File: config.mk
export PLATFORM = sky130hd
export DESIGN_NAME = piso_serializer
export DESIGN_NICKNAME = d
export VERILOG_FILES = /design/src/rtl/piso_serializer.sv
export SDC_FILE = /design/constraint.sdc
export NUM_CORES = 1
export LEC_CHECK = 0
export CAP_MARGIN = 20
export CORE_AREA = 5 5 42 44
export CTS_BUF_LIST = sky130_fd_sc_hd__clkbuf_8
export CTS_CLUSTER_SIZE = 20
export DETAILED_ROUTE_END_ITERATION = 10
export DIE_AREA = 0 0 47 49
export PLACE_DENSITY = 0.63
export SYNTH_ARGS = -nofsm -noshare
export SYNTH_HDL_FRONTEND = slang
export SYNTH_SLANG_ARGS = --single-unit
File: constraint.sdc
create_clock -name clk -period 2.55 [get_ports clk]
set_clock_uncertainty 0.1 [all_clocks]
set_input_delay 0.51 -clock clk [delete_from_list [all_inputs] [get_ports clk]]
set_output_delay 0.51 -clock clk [all_outputs]
set_load 0.01 [all_outputs]
File: src/rtl/piso_serializer.sv
// Parallel-in/serial-out transmitter with a valid/ready load handshake and a per-bit strobe.
// Bit order is LSB first by default; define PISO_MSB_FIRST_EN for MSB first.
module piso_serializer #(
  parameter int unsigned WIDTH = 4
) (
  input  logic             clk,
  input  logic             clr_n,
  input  logic             ena,
  input  logic             load_valid,
  input  logic [WIDTH-1:0] load_data,
  output logic             load_ready,
  output logic             serial_out,
  output logic             serial_en,
  output logic             busy,
  output logic             done
);

  localparam int unsigned CW = $clog2(WIDTH + 1);

  typedef enum logic {
    IDLE,
    SHIFT
  } state_t;

  state_t           state, state_nxt;
  logic [WIDTH-1:0] shreg, shreg_nxt;
  logic [CW-1:0]    cnt, cnt_nxt;
  logic             last_bit;
  logic             load;

  always_ff @(posedge clk or negedge clr_n) begin
    if (!clr_n) begin
      state <= IDLE;
      shreg <= '0;
      cnt   <= '0;
      done  <= 1'b0;
    end else begin
      state <= state_nxt;
      shreg <= shreg_nxt;
      cnt   <= cnt_nxt;
      done  <= last_bit;
    end
  end

  // The last-bit cycle reopens the handshake so a new word follows with no gap.
  always_comb begin
    last_bit   = (state == SHIFT) && ena && (cnt == CW'(1));
    load_ready = (state == IDLE) || last_bit;
    load       = load_ready && load_valid;
    serial_en  = (state == SHIFT) && ena;
    busy       = (state == SHIFT);
    state_nxt  = state;
    shreg_nxt  = shreg;
    cnt_nxt    = cnt;
    if (load) begin
      state_nxt = SHIFT;
      shreg_nxt = load_data;
      cnt_nxt   = CW'(WIDTH);
    end else if (serial_en) begin
`ifdef PISO_MSB_FIRST_EN
      shreg_nxt = {shreg[WIDTH-2:0], 1'b0};
`else
      shreg_nxt = {1'b0, shreg[WIDTH-1:1]};
`endif
      cnt_nxt   = cnt - CW'(1);
      if (last_bit) state_nxt = IDLE;
    end
  end

  always_comb begin
    serial_out = 1'b0;
    if (state == SHIFT) begin
`ifdef PISO_MSB_FIRST_EN
      serial_out = shreg[WIDTH-1];
`else
      serial_out = shreg[0];
`endif
    end
  end

endmodule

Word level (Yosys, flattened, before mapping)
Cells that the tools add are included.
{"block": "totals", "regBits": 9, "latchBits": 0, "mem_bits_rw": 0, "romBits": 0, "output_inout_bits": 5, "word_cells": 22, "n_memories": 0}
{"block": "classes", "n_addsub": 1, "mul": 0, "n_div": 0, "n_lt_le_gt_ge": 0, "n_eq_ne": 1, "shifts": 0, "muxes": 8, "n_bitwise": 1, "reduce_logical": 7}
{"cell": "4-bit two-way mux", "n": 2}
{"cell": "3-bit two-way mux", "n": 2}
{"cell": "1-bit two-way mux", "n": 4}
{"cell": "2-bit nonzero test", "n": 2}
{"cell": "3-bit by 1-bit == test with 1-bit output (second input constant)", "n": 1}
{"cell": "1-bit logical AND", "n": 3}
{"cell": "3-bit by 1-bit subtractor with 3-bit output (second input constant)", "n": 1}
{"cell": "2-bit AND reduction", "n": 1}
{"cell": "1-bit logical OR", "n": 1}
{"cell": "1-bit inverter", "n": 1}

Logic depth before layout (Yosys ltp)
Gate-level depths: netlist of run 1.
{"block": "depth", "depth_word": 6, "mapped_depth": 5, "mapped_depth_nobuf": 5}

Worst setup path before layout of run 1
Ideal clock, no wire load.
{"block": "synth_path", "path_type": "reg-to-reg", "startpoint": "register cnt[1]", "endpoint": "register shreg[0]", "setup_ns": 0.125, "t_arrival_ns": 1.301, "setup_slack_ns": 1.024, "stages_incl_launch_ff": 6, "period_less_slack_ns": 1.526, "path_cell_list": "dfrtp_1 -> inv_1 -> ha_1 -> nand3b_1 -> a21boi_2 -> mux2_2"}
{"block": "synth_via", "elab_chain_len": 5, "word_cells_on_any_way": 6}
{"item": "from (decl)", "line_no": "27", "rtl": "logic [CW-1:0] cnt, cnt_nxt;"}
{"item": "from (signal assigned)", "line_no": "40", "rtl": "cnt <= cnt_nxt;"}
{"item": "3-bit by 1-bit == test with 1-bit output (*)", "line_no": "47", "rtl": "last_bit = (state == SHIFT) && ena && (cnt == CW'(1));"}
{"item": "1-bit logical AND (*)", "line_no": "47"}
{"item": "1-bit logical OR (*)", "line_no": "48", "rtl": "load_ready = (state == IDLE) || last_bit;"}
{"item": "1-bit logical AND (*)", "line_no": "49", "rtl": "load = load_ready && load_valid;"}
{"item": "4-bit two-way mux / 2-bit nonzero test (equally long branches)"}
{"item": "to (signal assigned)", "line_no": "39", "rtl": "shreg <= shreg_nxt;"}
{"item": "to (decl)", "line_no": "26", "rtl": "logic [WIDTH-1:0] shreg, shreg_nxt;"}
Every way passes the cells marked *; elsewhere a longest branch is shown, timed or not.
A chain may end at the register's enable or synchronous reset.

Worst setup path in the final report of run 1
{"block": "layout_path", "startpoint": "input port ena", "endpoint": "output port load_ready"}
{"block": "layout_via", "elab_chain_len": 3}
{"item": "from (decl)", "line_no": "8", "rtl": "input logic ena,"}
{"item": "1-bit logical AND (2 in series)", "line_no": "47"}
{"item": "1-bit logical OR", "line_no": "48"}
{"item": "to (decl)", "line_no": "11", "rtl": "output logic load_ready,"}
No other way between the ends.

==> results of run 1 <==
==> layout make-up <==
class	count	area (sq um)	area share
multi-input combinational	25	213	0.326
clock inverter	1	3.75	0.00575
sequential	9	225	0.345
timing repair buffer	14	135	0.207
inverter	4	15.0	0.0230
tap	16	20.0	0.0307
clock buffer	3	41.3	0.0632
==> power by group through the flow <==
stage / Sequential [mW] / Combinational, mW / Clock [mW]
6_report: 0.221 / 0.223 / 0.158
5_1_grt: 0.227 / 0.256 / 0.178
4_1_cts: 0.222 / 0.229 / 0.168
3_5_place_dp: 0.225 / 0.227 / 0
3_3_place_gp: 0.224 / 0.224 / 0
2_1_floorplan: 0.221 / 0.144 / 0
==> logic make-up after synthesis <==
family | Yosys count | synth area share
and+or+nand+nor | 12 | 0.160
DFF | 9 | 0.497
muxes | 7 | 0.180
buffers and inverters | 4 | 0.0331
AOI/OAI and AO/OA | 2 | 0.0359
xor gates and xnor gates | 2 | 0.0387
adders and majority gates | 2 | 0.0552
==> metal layers <==
metal	wire length [um]	GRT usage	share of wire
met1	330	0.104	0.42
met2	336	0.124	0.42
met3	92	0.0590	0.12
met4	34	0.0829	0.043
met5	0	0	0
==> stage by stage <==
stage                     hold slack [ps]  setup slack, ps
final                                 367             94.1
after global routing                  386             9.22
after CTS                             368             82.3
after detailed placement              367             85.9
after global placement                367              126
after floorplan                       114             1020
==> sequential cells by signal (all words and copies together), names as in the netlist <==
name / flops
done: 1
shreg: 4
busy: 1
cnt: 3
==> worst min path at each step <==
stage                     startpoint  endpoint  slack, ps  depth (start not counted)
final                         cnt[2]      done        370                          1
after global routing          cnt[2]      done        390                          1
after CTS                     cnt[2]      done        370                          1
after detailed placement      cnt[2]      done        370                          1
after global placement        cnt[2]      done        370                          1
after floorplan                clr_n      busy        110                          0
==> critical path: stages <==
cell	delay, ps
clkdlybuf4s50_1	550
nand3b_1	140
nand2_1	110
clkdlybuf4s50_1	540
==> cells in the mapped netlist, drive strengths merged <==
cell / instances / share of area
mux2: 6 / 0.16
nor3b: 1 / 0.017
nand3: 1 / 0.011
xor2: 1 / 0.019
nand2b: 2 / 0.028
nand3b: 1 / 0.017
ha: 2 / 0.055
nand2: 4 / 0.050
a21oi: 1 / 0.011
xnor2: 1 / 0.019
or2: 1 / 0.014
dfrtp: 9 / 0.50
and2: 1 / 0.017
nor2: 1 / 0.0083
a21boi: 1 / 0.025
inv: 4 / 0.033
mux2i: 1 / 0.022
==> flow_summary.yaml, run 1 <==
floorplanning:
  initial_core_util: 0.323
  coreArea_sq_um: 1400
  fp-row-count: 14
  die_w_um: 47
  die_h_um: 49
  io_pins: 13
  die-area_sq_um: 2300
clock_network:
  postCtsResizedCells: 0
  numCtsBuffers: 3
  path_clk_slew_ps: 40
  cts_buffer_depth: 2
  cts_tree: "built"
  cts_hold_buf: 0
  root_buffer: "clkbuf_8"
  clk_latency_ps: 230
  clock_sinks: 9
  cts_setup_buffers: 0
  htreeDepth: 1
logic_synthesis:
  syn-instance-count: 38
  synth-warning-count: 0
  syn_area_sq_um: 453
  ys_seq_area_frac: 0.497
  ys_ff_latch: 9
  netlist-cell-type-count: 20
  synth_nets: 48
  syn_avg_cell_area_sq_um: 11.9
worst_setup_path:
  r2r_cells: 5
  path_max_fanout: 3
  r2r_end: "shreg[1]"
  worstPathRequired_ps: 1940
  startpoint: "ena"
  end_kind: "output pin"
  r2r_start: "cnt[1]"
  setup.worst_path.end: "load_ready"
  start_kind: "input port"
  rrSetupSlack_ps: 1010
  worst_ep_arrival_time_ps: 1850
  critPathKind: "in -> out"
finish:
  fin_area_sq_um: 653
  final_cell_mix: "clkdlybuf4s50_1, dfrtp_1, inv_1"
  antenna_cells: 0
  area_growth_pct: 44.2
  fillers: 141
  final_util: 0.466
  layout_commonest_cell: "clkdlybuf4s50_1"
  fin_nets: 67
  drive_gt1_frac: 0.232
  layout.cells.non_filler: 72
drt:
  drt_wl_total_um: 793
  via_count: 314
  drtIter0Drc: 3
  avgRoutedWirePerCell_um: 11.0
  dr.pass1.iters: 2
  drcViolationCount: 0
  via_per_inst: 4.36
  antenna_left: 0
global_route:
  grt_pass1_wl_um: 1450
  grt_start_max_net_pins: 10
  track_usage: 0.0959
  grt_pass1_vias: 333
  overflow: 0
  antenna_found_initial: 0
run:
  max_cap_viol_count: 0
sta:
  worst_slew_pin_slew_ps: 399
  tns_ps: 0
  setup_viol: 0
  rsz0062_at_grt: "false"
  finalCriticalPeriod_ps: 2460
  timing.final.crit_share: 0.963
  max_slew_margin: 0.733
  final_max_slew_viol_count: 0
  hold_violations: 0
  fmax_mhz: 407
status:
  outcome: "finished, final reports clean"
placement:
  numPortBuffers: 12
  dp_hpwl_um: 609
  dp_cells: 68
  postPlaceCellArea_sq_um: 608
  place_congestion: 0.689
power_and_ir_drop:
  ir_worst_vdd_mv: 0.555
  p_int_uw: 431
  power_density_nw_per_um2: 922
  p_total_uw: 602
  p_switching_uw: 172
  combPwrFrac: 0.370
  seqPwrFrac: 0.368
  clock_power_share: 0.263
  switching_share: 0.285
  leakagePower_nw: 0.308
hold_path:
  hp-class: "reg -> reg"
Note: power is estimated with default switching activity, not from simulation.
==> inputs of run 2 (changes only) <==
--- a/config.mk
+++ b/config.mk
@@ -11,7 +11,9 @@
 export CTS_CLUSTER_SIZE = 20
 export DETAILED_ROUTE_END_ITERATION = 10
 export DIE_AREA = 0 0 47 49
-export PLACE_DENSITY = 0.63
+export PLACE_DENSITY = 0.66
+export SKIP_CTS_REPAIR_TIMING = 1
+export SKIP_LAST_GASP = 1
 export SYNTH_ARGS = -nofsm -noshare
 export SYNTH_HDL_FRONTEND = slang
 export SYNTH_SLANG_ARGS = --single-unit
==> constraint.sdc (replaced) <==
create_clock -name clk -period 2.2 [get_ports clk]
set_clock_uncertainty 0.1 [all_clocks]
set_input_delay 0.44 -clock clk [delete_from_list [all_inputs] [get_ports clk]]
set_output_delay 0.44 -clock clk [all_outputs]
set_load 0.01 [all_outputs]
==> flow_summary.yaml, run 2 (synthesized netlist as in run 1, its figures left out) <==
clock_network:
  numCtsBuffers: 3
  htreeDepth: 1
  clk_latency_ps: 230
  clock_sinks: 9
  root_buffer: "clkbuf_8"
  cts_tree: "built"
  path_clk_slew_ps: 50
  cts_buffer_depth: 2
global_route:
  grt_pass1_vias: 322
  grt_pass1_wl_um: 1470
  overflow: 0
  track_usage: 0.0945
  antenna_found_initial: 0
  grt_start_max_net_pins: 10
worst_setup_path:
  critPathKind: "reg -> out"
  path_max_fanout: 6
  crit_chain: "and2_2 -> clkdlybuf4s50_1"
  worst_ep_arrival_time_ps: 1450
  slowest_stage: "clkdlybuf4s50_1"
  start_kind: "flip-flop"
  cp_top_family: "buffers and inverters"
  end_kind: "output pin"
  crit_buf_inv: 1
  max_stage_delay_ps: 520
  worstPathRequired_ps: 1660
placement:
  dp_cells: 70
  dp_hpwl_um: 646
  numPortBuffers: 12
  place_ws_ps: -6.18
  place_congestion: 0.780
drt:
  via_count: 317
  dr.pass1.iters: 3
  drtIter0Drc: 2
  avgRoutedWirePerCell_um: 11.8
  antenna_left: 0
  via_per_inst: 4.28
  drt_wl_total_um: 875
  drcViolationCount: 0
finish:
  layout.cells.non_filler: 74
  regMostFlops: "shreg"
  final_util: 0.480
  final_cell_mix: "clkdlybuf4s50_1, dfrtp_1, inv_1"
  fin_nets: 69
  largest_reg_flops: 4
  area_growth_pct: 48.6
  largestRegisters: "shreg: 4 flops, cnt: 3 flops"
  antenna_cells: 0
  layout_commonest_cell: "clkdlybuf4s50_1"
  fillers: 141
  drive_gt1_frac: 0.259
sta:
  setup_viol: 0
  finalCriticalPeriod_ps: 1990
  fmax_mhz: 503
  rsz0062_at_grt: "false"
  final_max_slew_viol_count: 0
  worst_slew_pin_slew_ps: 408
  max_slew_margin: 0.727
  layout_setup_ws_ps: 214
  timing.final.crit_share: 0.903
  hold_violations: 0
floorplanning:
  initial_core_util: 0.323
  die_w_um: 47
  die-area_sq_um: 2300
  fp-row-count: 14
  die_h_um: 49
  io_pins: 13
  coreArea_sq_um: 1400
hold_path:
  hp-class: "reg -> reg"
power_and_ir_drop:
  leakagePower_nw: 0.343
  power_density_nw_per_um2: 1050
  ir_worst_vdd_mv: 0.459
run:
  max_cap_viol_count: 0
status:
  outcome: "finished, final reports clean"
run 2: area by class of cell:
type                            count  area (sq um)  area share
Timing Repair Buffer               16           155       0.230
Clock buffer                        3          41.3      0.0613
Sequential cell                     9           225       0.335
Inverter                            4          15.0      0.0223
Clock inverter                      1          3.75     0.00558
Multi-Input combinational cell     25           213       0.316
Tap cell                           16          20.0      0.0297
run 2: path summary, 6_finish.rpt:
path	start	endpoint	slack [ps]	cells past startpoint
max in group asynchronous	clr_n	shreg[0]	1300	1
min reg2reg	cnt[2]	done	370	1
max	busy	serial_out	210	2
min in group asynchronous	clr_n	done	410	1
min	cnt[2]	done	370	1
max reg2reg	cnt[1]	shreg[0]	460	6
run 2: routing by layer:
layer  vias to the layer above  global-route usage  part of all wire
met2                         7               0.120              0.49
li1                        162                   -                 -
met5                         -                   0                 0
met4                         0              0.0829             0.015
met1                       146               0.118              0.44
met3                         2              0.0369             0.062
run 2: per-stage QoR:
step | TNS (ps) | power (mW) | hold WS (ps) | cell area [sq um]
2_1_floorplan | 0 | 0.424 | 44.4 | 453
3_3_place_gp | -9.10 | 0.524 | 361 | 623
3_5_place_dp | -6.18 | 0.530 | 363 | 623
4_1_cts | -19.1 | 0.722 | 370 | 668
5_1_grt | 0 | 0.759 | 391 | 673
6_report | 0 | 0.707 | 367 | 673
run 2: worst reg2reg max path, stage by stage (launching register included):
cell,delay (ps)
dfrtp_1,370
inv_1,80
ha_1,160
nand3b_1,90
buf_4,140
a21boi_2,300
mux2_2,380
run 2: power breakdown:
part           switching (mW)  total [mW]  internal [mW]
clock network          0.0642       0.186          0.121
registers              0.0353       0.259          0.224
logic                   0.106       0.263          0.157
